--- src/rtl/regfile_pkg.sv ---
// Shared constants and types for the registerfile_sb register file and its scoreboard.
package regfile_pkg;

    localparam int REGFILE_WIDTH = 32;
    localparam int REGFILE_INDEX = 5;
    localparam int REGFILE_NREAD = 2;

    typedef logic [REGFILE_INDEX-1:0] reg_addr_t;
    typedef logic [REGFILE_WIDTH-1:0] reg_word_t;

endpackage

--- src/rtl/regfile_scoreboard.sv ---
// Pending-write scoreboard: one busy bit per register, set at issue, cleared at writeback.
// Bit 0 is constant zero. Reset beats set, and set beats clear.
module regfile_scoreboard
    import regfile_pkg::*;
#(
    parameter int INDEX = REGFILE_INDEX
) (
    input  logic                  clk_in,
    input  logic                  rst_in,
    input  logic                  set_in,
    input  logic [INDEX-1:0]      set_address_in,
    input  logic                  clear_in,
    input  logic [INDEX-1:0]      clear_address_in,
    output logic [2**INDEX-1:0]   busy_out,
    output logic                  any_busy_out
);

    localparam int DEPTH = 2**INDEX;
    localparam logic [DEPTH-1:0] NONZERO_MASK = {{(DEPTH-1){1'b1}}, 1'b0};

    logic [DEPTH-1:0] busy_q;
    logic [DEPTH-1:0] set_mask;
    logic [DEPTH-1:0] clear_mask;

    // NOTE: every always_comb output gets a default first, so no path can infer a latch.
    always_comb begin
        set_mask                   = '0;
        clear_mask                 = '0;
        set_mask[set_address_in]   = set_in;
        clear_mask[clear_address_in] = clear_in;
    end

    // NOTE: state is updated with non-blocking assignments so every flop samples pre-edge values.
    always_ff @(posedge clk_in) begin
        if (rst_in) begin
            busy_q <= '0;
        end else begin
            busy_q <= ((busy_q & ~clear_mask) | set_mask) & NONZERO_MASK;
        end
    end

    assign busy_out     = busy_q;
    assign any_busy_out = |busy_q;

endmodule

--- src/rtl/registerfile_sb.sv ---
// Register file with NREAD combinational read ports, one write port, and an integrated scoreboard.
// Define REGFILE_BYPASS_EN to forward same-cycle write data to matching read ports and mask their busy flags.
module registerfile_sb
    import regfile_pkg::*;
#(
    parameter int WIDTH = REGFILE_WIDTH,
    parameter int INDEX = REGFILE_INDEX,
    parameter int NREAD = REGFILE_NREAD
) (
    input  logic                   clk_in,
    input  logic                   rst_in,
    input  logic                   we_in,
    input  logic [INDEX-1:0]       address_w_in,
    input  logic [WIDTH-1:0]       data_w_in,
    input  logic [NREAD*INDEX-1:0] address_r_in,
    output logic [NREAD*WIDTH-1:0] data_r_out,
    input  logic                   issue_in,
    input  logic [INDEX-1:0]       address_issue_in,
    output logic [NREAD-1:0]       busy_r_out,
    output logic                   any_busy_out
);

    localparam int DEPTH = 2**INDEX;

    logic [WIDTH-1:0] reg_file [1:DEPTH-1];
    logic [DEPTH-1:0] busy;

    // NOTE: storage is reset explicitly because reads after reset must return zero.
    always_ff @(posedge clk_in) begin
        if (rst_in) begin
            for (int i = 1; i < DEPTH; i++) begin
                reg_file[i] <= '0;
            end
        end else if (we_in && address_w_in != '0) begin
            reg_file[address_w_in] <= data_w_in;
        end
    end

    regfile_scoreboard #(
        .INDEX (INDEX)
    ) u_scoreboard (
        .clk_in           (clk_in),
        .rst_in           (rst_in),
        .set_in           (issue_in),
        .set_address_in   (address_issue_in),
        .clear_in         (we_in),
        .clear_address_in (address_w_in),
        .busy_out         (busy),
        .any_busy_out     (any_busy_out)
    );

    for (genvar k = 0; k < NREAD; k++) begin : g_read
        logic [INDEX-1:0] addr;
        logic [WIDTH-1:0] stored;

        assign addr   = address_r_in[k*INDEX +: INDEX];
        assign stored = (addr == '0) ? '0 : reg_file[addr];

`ifdef REGFILE_BYPASS_EN
        logic fwd;
        assign fwd = we_in && (addr == address_w_in) && (addr != '0);
        assign data_r_out[k*WIDTH +: WIDTH] = fwd ? data_w_in : stored;
        assign busy_r_out[k]                = busy[addr] & ~fwd;
`else
        assign data_r_out[k*WIDTH +: WIDTH] = stored;
        assign busy_r_out[k]                = busy[addr];
`endif
    end

endmodule

--- config.mk ---
export PLATFORM = sky130hd
export DESIGN_NAME = registerfile_sb
export DESIGN_NICKNAME = d
export VERILOG_FILES = /design/src/rtl/regfile_pkg.sv /design/src/rtl/regfile_scoreboard.sv /design/src/rtl/registerfile_sb.sv
export SDC_FILE = /design/constraint.sdc
export NUM_CORES = 2
export LEC_CHECK = 0
export ABC_AREA = 1
export BUFFER_PORTS_ARGS = -buffer_cell sky130_fd_sc_hd__buf_4
export CORE_MARGIN = 1.5
export CORE_UTILIZATION = 50
export DETAILED_ROUTE_END_ITERATION = 8
export MAX_ROUTING_LAYER = met4
export PLACE_DENSITY = 0.63
export SETUP_SLACK_MARGIN = 0.3
export SLEW_MARGIN = 25
export SYNTH_ARGS = -nofsm -noshare
export SYNTH_HDL_FRONTEND = slang
export SYNTH_SLANG_ARGS = --single-unit
--- constraint.sdc ---
create_clock -name clk_in -period 2.8 [get_ports clk_in]
set_input_delay 0.42 -clock clk_in [delete_from_list [all_inputs] [get_ports clk_in]]
set_output_delay 0.42 -clock clk_in [all_outputs]
set_load 0.03 [all_outputs]
==> results.ini <==
[status]
outcome=finished, final reports clean

[cts]
tritoncts=yes
htreeDepth=3
clk_latency_ns=0.72
clk_path_buf_depth=3
cts.sinks=1055
root_buffer=clkbuf_16
cts_buffers=118
clkTransAtPathRegs_ns=0.05

[synth]
synthCells=7589
netlist_area_mm2=0.0585
yosys-top-cells-area=edfxtp_1 (53%), nand2_1 (17%), nand3_1 (9.1%), nor2_1 (8.8%), clkbuf_1 (2.5%)
synth_edf_count=1024
synth_ff_type=edfxtp_1
ys_types=30
yosysSeqAreaShare_pct=53.6
synthArstFlopShare_pct=0
synth_seq_cells=1055
synth_top_area_share_pct=52.5
yosys.area.top_type=edfxtp_1
syn_area_per_cell_um2=7.71
ys_warn_count=0

[grt]
grt_use_total_pct=42.1
grt_pass1_vias=54000
grt_max_degree=65
antenna_found_initial=4
gr-total-overflow=0
grt_pass1_wl_mm=359

[routing]
routed_wl_mm=259
highest_layer=met4
wl_met2_mm=111
drc_errors=0
vias_per_cell=6.27
wl_met3_mm=39.1
drt_iter0_drc=10700
route.vias.total=59600
dr.pass1.iters=7
wl_met1_mm=90.7
ant_nets=0
wire_per_inst_um=27.2

[cells_and_area]
final_cell_area_mm2=0.0740
syn_to_final_growth_pct=26.4
fin_nets=7949
final_cells=9511
fillCellCount=9577
layout-drive-gt1-share_pct=18.5
fin_util_pct=63.7

[die]
pin_count=123
dieArea_mm2=0.119
die_x_um=345
rows=125
initial_utilization_pct=50.4
die_h_um=345
core_mm2=0.116

[critical_path]
crit_buf_inv=8
cp_top_family=buffers and inverters
setup.worst_path.class=input pin to output port
reg2reg_to=u_scoreboard.busy_out[28]$_SDFF_PP0_
worst_path_max_delay_cell=clkbuf_16
cp.arrival_ns=2.28
critPathLaunchType=input pin
path_max_fanout=13
rr_worst_depth=2
reg2reg_from=u_scoreboard.busy_out[28]$_SDFF_PP0_
critical_path_depth=16
cpMostUsedCell=nand2_1
max_stage_delay_ns=0.18
crit_end=data_r_out[25]
critPathLaunch=address_r_in[0]
crit_required_ns=2.38
r2r_slack_ns=2.10
path_cells=buf_16, buf_12, clkinv_16, buf_12, buf_12, clkbuf_16, nand2_1, nand3_1, nand3_1, nand2_1, nand2_1, nand3_2, nand2_1, nor2_2, buf_6, buf_6
end_kind=output port

[place]
port_buffers=122
post-dp-hpwl_mm=149
placed_cell_area_mm2=0.0640
dp.cells=9093
globalplace.congestion=0.943

[timing]
slew_violations=0
hold_viol=0
timing.fmax_mhz=370
hold_ws_ns=0.0548
worst_pin_slew_ns=0.904
skew_ns=0
setup_viol=0
rsz0062_at_grt=yes
relSlewSlack_pct=39.3
fin_crit_ns=2.70
fin_crit_sh_pct=96.5
setup_tns_ns=0

[power]
power.internal_uw=29500
p_clk_share_pct=36.4
power_density_mw_per_mm2=563
p_leak_uw=0.0313
seqPwrFrac_pct=44.7
pwr-share-comb_pct=18.9
ir_drop_uv=566
p_sw_uw=12200
switching_share_pct=29.2

[job]
max_cap_viol_count=0

[hold_path]
hold_path.class=input pin to flop

## cell families after synthesis
family,synth area share [%]
AO/OA/AOI/OAI,4.26
other,0.00641
flip-flops,53.6
buffers and inverters,6.27
AND/OR/NAND/NOR,35.9
## area by class of cell
class	instances	area (µm²)	area share [%]
antenna	2	5.00	0.00676
clock buffer	158	3210	4.34
clock inverter	54	429	0.580
inverter	285	1160	1.57
multi-input combinational	5651	26000	35.1
sequential	1055	31400	42.4
tap	1524	1910	2.58
timing repair buffer	780	9910	13.4
timing repair inverter	2	32.5	0.0440
## worst min-delay path by stage
stage / startpoint / end / slack, ns / cells past startpoint
after floorplan: u_scoreboard.busy_out[22]$_SDFF_PP0_ / u_scoreboard.busy_out[22]$_SDFF_PP0_ / 0.45 / 2
after global placement: u_scoreboard.busy_out[14]$_SDFF_PP0_ / u_scoreboard.busy_out[14]$_SDFF_PP0_ / 0.47 / 2
after detailed placement: u_scoreboard.busy_out[14]$_SDFF_PP0_ / u_scoreboard.busy_out[14]$_SDFF_PP0_ / 0.47 / 2
after CTS: address_issue_in[3] / u_scoreboard.busy_out[2]$_SDFF_PP0_ / 0.02 / 4
after global routing: address_issue_in[3] / u_scoreboard.busy_out[2]$_SDFF_PP0_ / 0.06 / 4
final: address_issue_in[3] / u_scoreboard.busy_out[2]$_SDFF_PP0_ / 0.05 / 4
## power by group through the flow
stage | Clock [µW] | Combinational [µW] | Sequential [µW]
2_1_floorplan | 0 | 3340 | 18800
3_3_place_gp | 0 | 6120 | 18900
3_5_place_dp | 0 | 6170 | 18900
4_1_cts | 15100 | 6910 | 18600
5_1_grt | 15600 | 8140 | 18700
6_report | 15200 | 7850 | 18600
## metrics by stage
step                      worst slack, ns  power [µW]
after CTS                           0.147       40600
after global routing               0.0586       42500
after detailed placement           -0.124       25100
after global placement             -0.130       25000
after floorplan                     0.306       22100
final                              0.0986       41600
## metal layers
metal	GRT usage [%]	vias up
met5	-	-
met2	61.3	5344
met4	24.2	0
met1	54.3	27800
li1	-	25400
met3	9.35	1093
## cell usage after synthesis (all sizes together) (23+ instances only)
cell type	n
nand2	2601
nor2	1377
nand3	1089
edfxtp	1024
clkbuf	394
inv	279
a21oi	254
buf	235
o21ai	234
dfxtp	31
nand4	25
nor3	23
## sequential cells by signal (all words and copies together), names as in the netlist
signal,cells
reg_file,1024
u_scoreboard.busy_out,31
## cell usage in the layout (no fill, tap or decap), types with 5 or more instances in the layout
cell	n
a21oi_1	200
a21oi_2	51
buf_12	126
buf_16	51
buf_4	386
buf_6	128
buf_8	16
bufbuf_16	8
bufinv_16	7
clkbuf_1	34
clkbuf_16	155
clkinv_1	29
clkinv_2	16
conb_1	32
dfxtp_1	31
dlygate4sd3_1	32
edfxtp_1	1024
inv_1	264
inv_2	9
inv_6	5
nand2_1	2398
nand2_2	168
nand2_4	31
nand3_1	948
nand3_2	121
nand3_4	20
nand4_1	25
nor2_1	1233
nor2_2	71
nor2_4	73
nor3_1	16
nor3_4	7
nor4_1	6
o21ai_0	157
o21ai_1	68
o21ai_2	9
## timing repair
| item | CTS | global route |
|---|---|---|
| endpoints found under the setup margin | 67 | 67 |
| hold buffers | 32 | 0 |
| buffers inserted | 52 | 54 |
| cloned | 25 | 41 |
| pin swaps | 177 | 298 |
| resized for setup | 441 | 489 |
| hold endpoints to repair | 32 | 0 |
## worst reg2reg max path, cell delays in order (launching register included)
cell and delay [ns]:
dfxtp_1 0.43, nand2_1 0.08, a21oi_1 0.12
Note: power is estimated with default switching activity, not from simulation.
